===== src/rtl/sw_multi_engine_dispatch.sv =====
// Front-end dispatcher for a bank of Smith-Waterman engines.
// The query path hands host query info and query blocks round-robin to idle engines.
// The reference path time-multiplexes engine read requests onto one DRAM reader
// and steers the returned blocks back to the requesting engine.
module sw_multi_engine_dispatch #(
  parameter int NUM_ENGINES = 4,
  parameter int ENG_IDX_W   = 2,
  parameter int NUM_PES     = 64,
  parameter int REF_LENGTH  = 128
) (
  input  logic                          clk,
  input  logic                          rst,
  input  logic                          stall,
  input  logic [24:0]                   ref_length_in,
  input  logic [24:0]                   ref_addr_in,
  input  logic [15:0]                   num_query_blocks_in,
  input  logic [15:0]                   query_id_in,
  input  logic [31:0]                   cell_score_threshold_in,
  input  logic                          query_info_valid_in,
  output logic                          query_info_rdy_out,
  input  logic [2*NUM_PES-1:0]          query_seq_block_in,
  input  logic                          query_seq_block_valid_in,
  output logic                          query_seq_block_rdy_out,
  output logic [24:0]                   eng_ref_length_out,
  output logic [24:0]                   eng_ref_addr_out,
  output logic [15:0]                   eng_num_query_blocks_out,
  output logic [15:0]                   eng_query_id_out,
  output logic [31:0]                   eng_cell_score_threshold_out,
  output logic [NUM_ENGINES-1:0]        eng_query_info_valid_out,
  input  logic [NUM_ENGINES-1:0]        eng_query_info_rdy_in,
  output logic [2*NUM_PES-1:0]          eng_query_seq_block_out,
  output logic [NUM_ENGINES-1:0]        eng_query_seq_block_valid_out,
  input  logic [NUM_ENGINES-1:0]        eng_query_seq_block_rdy_in,
  input  logic [25*NUM_ENGINES-1:0]     eng_ref_addr_in,
  input  logic [25*NUM_ENGINES-1:0]     eng_ref_length_in,
  input  logic [NUM_ENGINES-1:0]        eng_ref_info_valid_in,
  output logic [NUM_ENGINES-1:0]        eng_ref_done_out,
  output logic [24:0]                   ref_addr_out,
  output logic [24:0]                   ref_length_out,
  output logic                          ref_info_valid_out,
  input  logic                          ref_info_rdy_in,
  input  logic [2*REF_LENGTH-1:0]       ref_seq_block_in,
  input  logic                          ref_seq_block_valid_in,
  output logic                          ref_seq_block_rdy_out,
  output logic [2*REF_LENGTH-1:0]       eng_ref_seq_block_out,
  output logic [NUM_ENGINES-1:0]        eng_ref_seq_block_valid_out,
  input  logic [NUM_ENGINES-1:0]        eng_ref_seq_block_rdy_in,
  output logic [ENG_IDX_W-1:0]          q_target_out
);

  typedef enum logic {Q_IDLE, Q_BLOCKS} q_state_t;
  typedef enum logic [1:0] {R_IDLE, R_REQ, R_STREAM} r_state_t;

  q_state_t             q_state;
  logic [ENG_IDX_W-1:0] q_rr;
  logic [ENG_IDX_W-1:0] q_target;
  logic [15:0]          q_left;

  r_state_t             r_state;
  logic [ENG_IDX_W-1:0] r_rr;
  logic [ENG_IDX_W-1:0] r_grant;
  logic [24:0]          r_addr;
  logic [24:0]          r_len;
  logic [24:0]          r_left;
  logic                 done_pend;

  logic                 active;
  logic                 q_found;
  logic [ENG_IDX_W-1:0] q_idx;
  logic                 r_found;
  logic [ENG_IDX_W-1:0] r_idx;
  logic                 r_take;
  logic                 q_info_xfer;
  logic                 q_blk_xfer;
  logic                 r_blk_xfer;

  // Returns {found, index} of the first requester at or after rr, wrapping.
  function automatic logic [ENG_IDX_W:0] rr_pick(input logic [NUM_ENGINES-1:0] req,
                                                 input logic [ENG_IDX_W-1:0] rr);
    logic                 found;
    logic [ENG_IDX_W-1:0] idx;
    int                   i;
    found = 1'b0;
    idx   = '0;
    for (int k = NUM_ENGINES - 1; k >= 0; k--) begin
      i = (int'(rr) + k) % NUM_ENGINES;
      if (req[i]) begin
        found = 1'b1;
        idx   = ENG_IDX_W'(i);
      end
    end
    return {found, idx};
  endfunction

  // Engine index following i, modulo NUM_ENGINES.
  function automatic logic [ENG_IDX_W-1:0] next_idx(input logic [ENG_IDX_W-1:0] i);
    if (int'(i) == NUM_ENGINES - 1) return '0;
    return i + 1'b1;
  endfunction

  assign active = !stall && !rst;
  assign {q_found, q_idx} = rr_pick(eng_query_info_rdy_in, q_rr);
  assign {r_found, r_idx} = rr_pick(eng_ref_info_valid_in, r_rr);
  // A finishing engine still holds its request during the done pulse, so hold off arbitration.
  assign r_take = (r_state == R_IDLE) && r_found && !done_pend;

  assign eng_ref_length_out           = ref_length_in;
  assign eng_ref_addr_out             = ref_addr_in;
  assign eng_num_query_blocks_out     = num_query_blocks_in;
  assign eng_query_id_out             = query_id_in;
  assign eng_cell_score_threshold_out = cell_score_threshold_in;
  assign eng_query_seq_block_out      = query_seq_block_in;
  assign eng_ref_seq_block_out        = ref_seq_block_in;
  assign ref_addr_out                 = r_addr;
  assign ref_length_out               = r_len;
  assign q_target_out                 = q_target;

  assign q_info_xfer = query_info_valid_in && query_info_rdy_out;
  assign q_blk_xfer  = query_seq_block_valid_in && query_seq_block_rdy_out;
  assign r_blk_xfer  = ref_seq_block_valid_in && ref_seq_block_rdy_out;

  // Handshake routing for both paths; everything is forced low while stalled or in reset.
  always_comb begin
    query_info_rdy_out            = 1'b0;
    eng_query_info_valid_out      = '0;
    query_seq_block_rdy_out       = 1'b0;
    eng_query_seq_block_valid_out = '0;
    ref_info_valid_out            = 1'b0;
    ref_seq_block_rdy_out         = 1'b0;
    eng_ref_seq_block_valid_out   = '0;
    eng_ref_done_out              = '0;
    if (active) begin
      if (q_state == Q_IDLE) begin
        if (q_found) begin
          query_info_rdy_out              = 1'b1;
          eng_query_info_valid_out[q_idx] = query_info_valid_in;
        end
      end else begin
        eng_query_seq_block_valid_out[q_target] = query_seq_block_valid_in;
        query_seq_block_rdy_out                 = eng_query_seq_block_rdy_in[q_target];
      end
      if (r_state == R_REQ) ref_info_valid_out = 1'b1;
      if (r_state == R_STREAM) begin
        eng_ref_seq_block_valid_out[r_grant] = ref_seq_block_valid_in;
        ref_seq_block_rdy_out                = eng_ref_seq_block_rdy_in[r_grant];
      end
      if (done_pend) eng_ref_done_out[r_grant] = 1'b1;
    end
  end

  // Query FSM: pick an idle engine for the info, then feed it the block count.
  always_ff @(posedge clk) begin
    if (rst) begin
      q_state  <= Q_IDLE;
      q_rr     <= '0;
      q_target <= '0;
      q_left   <= '0;
    end else if (!stall) begin
      case (q_state)
        Q_IDLE: begin
          if (q_info_xfer) begin
            q_target <= q_idx;
            q_left   <= num_query_blocks_in;
            if (num_query_blocks_in == 16'd0) q_rr <= next_idx(q_idx);
            else                              q_state <= Q_BLOCKS;
          end
        end
        default: begin
          if (q_blk_xfer) begin
            q_left <= q_left - 16'd1;
            if (q_left == 16'd1) begin
              q_state <= Q_IDLE;
              q_rr    <= next_idx(q_target);
            end
          end
        end
      endcase
    end
  end

  // Reference FSM control: arbitrate, issue the DRAM request, count the stream, pulse done.
  always_ff @(posedge clk) begin
    if (rst) begin
      r_state   <= R_IDLE;
      r_rr      <= '0;
      r_grant   <= '0;
      r_left    <= '0;
      done_pend <= 1'b0;
    end else if (!stall) begin
      if (done_pend) done_pend <= 1'b0;
      case (r_state)
        R_IDLE: begin
          if (r_take) begin
            r_grant <= r_idx;
            r_state <= R_REQ;
          end
        end
        R_REQ: begin
          if (ref_info_rdy_in) begin
            r_left <= r_len;
            if (r_len == 25'd0) begin
              done_pend <= 1'b1;
              r_rr      <= next_idx(r_grant);
              r_state   <= R_IDLE;
            end else begin
              r_state <= R_STREAM;
            end
          end
        end
        R_STREAM: begin
          if (r_blk_xfer) begin
            r_left <= r_left - 25'd1;
            if (r_left == 25'd1) begin
              done_pend <= 1'b1;
              r_rr      <= next_idx(r_grant);
              r_state   <= R_IDLE;
            end
          end
        end
        default: r_state <= R_IDLE;
      endcase
    end
  end

  // Latch the granted engine's request address and length.
  always_ff @(posedge clk) begin
    if (!stall && !rst && r_take) begin
      r_addr <= eng_ref_addr_in[25*r_idx +: 25];
      r_len  <= eng_ref_length_in[25*r_idx +: 25];
    end
  end

endmodule


===== config.mk =====
export PLATFORM = sky130hd
export DESIGN_NAME = sw_multi_engine_dispatch
export DESIGN_NICKNAME = d
export VERILOG_FILES = /design/src/rtl/sw_multi_engine_dispatch.sv
export SDC_FILE = /design/constraint.sdc
export NUM_CORES = 1
export LEC_CHECK = 0
export CAP_MARGIN = 20
export CORE_AREA = 3 3 495 497
export DETAILED_ROUTE_END_ITERATION = 12
export DIE_AREA = 0 0 498 500
export PLACE_DENSITY = 0.31
export SYNTH_ARGS = -nofsm -noshare
export SYNTH_HDL_FRONTEND = slang
export SYNTH_SLANG_ARGS = --single-unit

===== constraint.sdc =====
create_clock -name clk -period 4.9 [get_ports clk]
set_input_delay 0.735 -clock clk [delete_from_list [all_inputs] [get_ports clk]]
set_output_delay 0.735 -clock clk [all_outputs]
set_load 0.01 [all_outputs]

# Word level (Yosys, flattened, before mapping)
# Index checks and enable logic that the tools add are counted.
[totals]
input_bits = 721
register_bits = 103
elab_cells = 224
output_inout_bits = 570
[classes]
mul = 1
n_eq_ne = 14
bitwise_logic = 11
n_shift = 2
n_addsub = 11
reduce_logical = 32
n_mux = 128
magnitude_cmp = 14
[ops]
columns = ["op", "count"]
rows = [
  ["$shiftx 100x8->25", 2],
  ["$mux 1", 68],
  ["$mux 2", 29],
  ["$mux 25", 2],
  ["$pmux 25 s2", 1],
  ["$mux 16", 3],
  ["$mux 4", 9],
  ["$eq 25x1->1 const B", 1],
  ["$logic_not 25->1", 1],
  ["$sub 25x1->25 const B", 1],
  ["$lt 3x4->1 const B", 6],
  ["$bmux 1 s2", 10],
  ["$eq 16x1->1 const B", 1],
  ["$logic_not 16->1", 1],
  ["$sub 16x1->16 const B", 1],
  ["$lt 2x3->1 const B", 5],
  ["$and 4x4->4", 3],
  ["$reduce_or 2->1", 6],
  ["$add 2x1->2 const B", 5],
  ["$logic_and 1x1->1", 10],
  ["$reduce_and 5->1", 2],
  ["$reduce_and 3->1", 3],
  ["$add 2x2->2 const B", 4],
  ["$eq 2x1->1 const B", 4],
  ["other kinds (16)", 35],
]

# Longest topological paths before layout
[depth]
ltp_word = 22
ltp_mapped = 8
mapped_depth_nobuf = 8

# Least setup slack after synthesis
# Ideal clock, no wire load.
[synth_path]
kind = "in2reg"
startpoint = "in eng_ref_info_valid_in[1]"
endpoint = "reg r_addr[0], in the netlist ref_addr_out[0], enable pin"
path_buffers = 0
t_required_ns = 4.381
path_slack_ns = -0.204
arrival_ns = 4.585
stages = 3
setup_ns = 0.519
cell_sequence = "nor2_1 -> a311o_1 -> nor3_1"
[synth_between]
elab_chain_len = 10
elab_cells_between_ends = 18
cone_classes = "mux (15); reduce/logical (3)"
[synth_lines]
columns = ["item", "line_no", "rtl"]
rows = [
  ["from (decl)", "36", "input logic [NUM_ENGINES-1:0] eng_ref_info_valid_in,"],
  ["$bmux 1 s2", "87", "if (req[i]) begin"],
  ["$mux 1 (implied by the code) (2 in series)", "87", ""],
  ["$mux 1 (3 in series)", "87", ""],
  ["$mux 1 *", "87", ""],
  ["$logic_and 1x1->1 * (2 in series)", "105", "assign r_take = (r_state == R_IDLE) && r_found && !done_pend;"],
  ["$logic_and 1x1->1 *", "227", "if (!stall && !rst && r_take) begin"],
  ["to (signal assigned)", "228", "r_addr <= eng_ref_addr_in[25*r_idx +: 25];"],
  ["to (decl)", "62", "logic [24:0] r_addr;"],
]
# Every way passes the cells marked *; elsewhere a longest branch is shown, timed or not. The select of a mux whose other input is x is not followed.
# A chain may end at the register's enable or synchronous reset.

# Worst setup path in the final report
[layout_path]
startpoint = "in eng_query_info_rdy_in[3]"
endpoint = "out eng_query_info_valid_out[0]"
[layout_between]
elab_chain_len = 15
elab_cells_between_ends = 28
cone_classes = "order compare (2); mux (24); bitwise (1); reduce/logical (1)"
[layout_lines]
columns = ["item", "line_no", "rtl"]
rows = [
  ["from (decl)", "30", "input logic [NUM_ENGINES-1:0] eng_query_info_rdy_in,"],
  ["$bmux 1 s2", "87", ""],
  ["$mux 1 (implied by the code) (2 in series)", "87", ""],
  ["$mux 2 (3 in series)", "87", ""],
  ["$mux 2 *", "87", ""],
  ["named net q_idx[0]", "69", "logic [ENG_IDX_W-1:0] q_idx;"],
  ["$lt 2x3->1 (implied by the code) / $ge 2x1->1 (equally long branches)", "136", "eng_query_info_valid_out[q_idx] = query_info_valid_in;"],
  ["$logic_and 1x1->1 (implied by the code)", "136", ""],
  ["$mux 1 (implied by the code)", "136", ""],
  ["$demux 1 s2 *", "136", ""],
  ["$and 4x4->4 (no source line) *", "--", ""],
  ["$mux 4 *", "134", "if (q_found) begin"],
  ["$mux 4 *", "133", "if (q_state == Q_IDLE) begin"],
  ["$mux 4 *", "132", "if (active) begin"],
  ["to (decl)", "29", "output logic [NUM_ENGINES-1:0] eng_query_info_valid_out,"],
]
# The timed path passes the listed nets; every way through them passes the cells marked *. The select of a mux whose other input is x is not followed.

==> flow_summary.yaml <==
clocking:
  holdBufCountCts: 0
  cts_resized: 0
  cts_buffers: 9
  postCtsSetupRepairBufs: 0
  cts.sinks: 103
  cts-root-buf: "clkbuf_16"
  tritoncts: "yes"
  cts_buffer_depth: 2
  htreeDepth: 3
  clk_pin_slew_ps: 100
  insertion_delay_ps: 420
critical_path:
  slowest_stage: "a221oi_1"
  critPathCaptureType: "output port"
  max_stage_delay_ps: 620
  ff2ff_setup_slack_ps: 1950
  path_max_fanout: 5
  path_cells: "clkdlybuf4s50_1 > inv_1 > a22o_1 > a221oi_1 > inv_1 > ha_1 > and2_1 > clkdlybuf4s50_1"
  arrival_ps: 3150
  path_buf_inv: 4
  path_class: "in2out"
  critPathRequiredTime_ps: 4160
  worstSetupStartpointType: "primary input"
  critPathTopFamily: "buffers and inverters"
global_routing:
  grt_max_degree: 51
  grt_pass1_wl_um: 147700
  track_usage_pct: 9.896
  antenna_found_initial: 9
  first_global_vias: 8151
  grt-ovfl-total: 0
power:
  peakVddDrop_v: 0.0002017
  fin_total_pwr_mw: 2.908
  p_leak_nw: 4.222
  clkPwrFrac_pct: 29.2
  p_sw_share_pct: 36.73
  p_switching_mw: 1.068
  power_frac_seq_pct: 36.7
  comb_power_share_pct: 34.1
  intPower_mw: 1.840
  powerDensity_mw_per_mm2: 199.4
flow_run:
  cap_violations: 0
yosys:
  synth_cell_type_count: 68
  synth_edf_count: 50
  synth_area_mm2: 0.01083
  ys_ff_latch: 103
  synth_area_per_cell_um2: 8.771
  syn-num-nets: 1975
  async_reset_ff_share_pct: 0
  synth_warnings: 0
  synth_top_flop_cell: "dfxtp_1"
  synth_cells: 1235
  ys_seq_area_share_pct: 23.66
floorplan:
  ioPinCount: 1291
  dieArea_mm2: 0.2490
  fp-row-count: 180
  die_y_um: 500
  start_util_pct: 4.499
  die_w_um: 498
  coreArea_mm2: 0.2408
timing:
  worst_slew_pin_slew_ps: 974.9
  fin_skew_ps: 23.19
  final-hold-violation-count: 0
  min_period_ps: 3888
  timing.final.crit_share_pct: 79.34
  maxSlewHeadroom_pct: 34.41
  fmax_mhz: 257.2
  fin_ws_ps: 1012
  setup_viol: 0
  rsz0062_at_grt: "no"
  finalSetupTns_ps: 0
  slew_violations: 0
placed_design:
  dp_cells: 4212
  dpl_worst_slack_ps: 1029
  dpl.hpwl_um: 120000
  gp_congestion: 0.8698
  port_buffers: 326
detailed_routing:
  wire_per_inst_um: 30.51
  dr.pass1.iters: 5
  viasPerCell: 1.903
  drc: 0
  drt.antenna.violating_nets: 0
  wirelength_um: 129000
  vias: 8046
  drt_iter0_markers: 320
finish:
  layout_common_cells: "clkdlybuf4s50_1, mux2i_1, a21oi_1, dfxtp_1, edfxtp_1"
  final_core_util_pct: 6.059
  instances_no_fill: 4229
  fill_cells: 28330
  drive_gt1_share_pct: 5.849
  nNetsFinal: 1778
  mostFrequentLayoutCell: "clkdlybuf4s50_1"
  syn_to_final_growth_pct: 34.67
worst_hold_path:
  hold_class: "reg2reg"
run_status:
  status: "finished, final reports clean"
## worst min-delay path, delay by kind of cell (launching register included)
| kind | cells | cell delay [ps] |
|---|---|---|
| flops | 1 | 320 |
| compound gates | 2 | 130 |
## state kept, by name, indices dropped and copies added, names as in the netlist
name	cells
done_pend	1
q_left	16
q_rr	2
q_state	1
q_target_out	2
r_grant	2
r_left	25
r_rr	2
r_state	2
ref_addr_out	25
ref_length_out	25
## through the flow
step / hold slack [ps] / instance area [um^2]
after floorplan: 454.1 / 10840
after global placement: 467.7 / 14290
after detailed placement: 474.7 / 14290
after CTS: 489.2 / 14580
after global routing: 518.4 / 14580
final: 486.2 / 14590
## final timing paths
kind / startpoint / end / depth (start not counted)
worst max register to register: r_state[0]$_SDFFE_PP0P_ / r_left[4]$_SDFFE_PP0P_ / 7
worst min register to register: r_left[23]$_SDFFE_PP0P_ / r_left[23]$_SDFFE_PP0P_ / 2
worst max-delay path: eng_query_info_rdy_in[3] / eng_query_info_valid_out[0] / 8
worst min-delay path: r_left[23]$_SDFFE_PP0P_ / r_left[23]$_SDFFE_PP0P_ / 2
## routing by layer
layer,up-vias,GRT usage (%),part of all wire [%]
li1,3417,-,-
met1,3454,4.404,16
met2,1062,17.58,50
met3,105,14.87,32
met4,8,1.991,1.8
met5,-,0.8682,0.25
## cell type report
cell class	count	area (um^2)	area share, %
Multi-Input combinational cell	552	4215	28.90
Tap cell	3185	3985	27.32
Timing Repair Buffer	339	3401	23.31
Sequential cell	103	2562	17.57
Clock buffer	10	239.0	1.638
Inverter	33	123.9	0.8492
Clock inverter	6	57.56	0.3946
Antenna cell	1	2.502	0.01716
## synthesized netlist by cell type, drive strengths merged, types with 19 or more instances
cell      n  share of area, %
o21ai    32               1.5
nor4     24               1.7
buf     525                36
mux2i   154                14
edfxtp   50                14
nor2     38               1.4
nand2    32               1.1
dfxtp    53               9.8
clkbuf   22              0.76
nor3     26               1.4
inv      31               1.1
ha       19               2.2
a21oi    60               2.9
## kinds of logic (layout without fill, tap and decap cells)
| family | count (synthesis) | count (layout) | synth area share, % |
|---|---|---|---|
| compound gates | 172 | 172 | 10.70 |
| fa+ha+maj | 19 | 19 | 2.195 |
| buf+inv | 580 | 388 | 37.78 |
| flops | 103 | 103 | 23.66 |
| mux | 158 | 158 | 14.86 |
| other cells | 0 | 1 | 0 |
| simple gates | 203 | 203 | 10.81 |
## power groups by stage
stage | Clock, mW | Combinational, mW | Sequential (mW)
2_1_floorplan | 0 | 0.915 | 1.06
3_3_place_gp | 0 | 1.02 | 1.09
3_5_place_dp | 0 | 1.02 | 1.09
4_1_cts | 0.927 | 1.02 | 1.07
5_1_grt | 0.937 | 1.09 | 1.08
6_report | 0.850 | 0.991 | 1.07
Power figures use the tool's default switching activity.
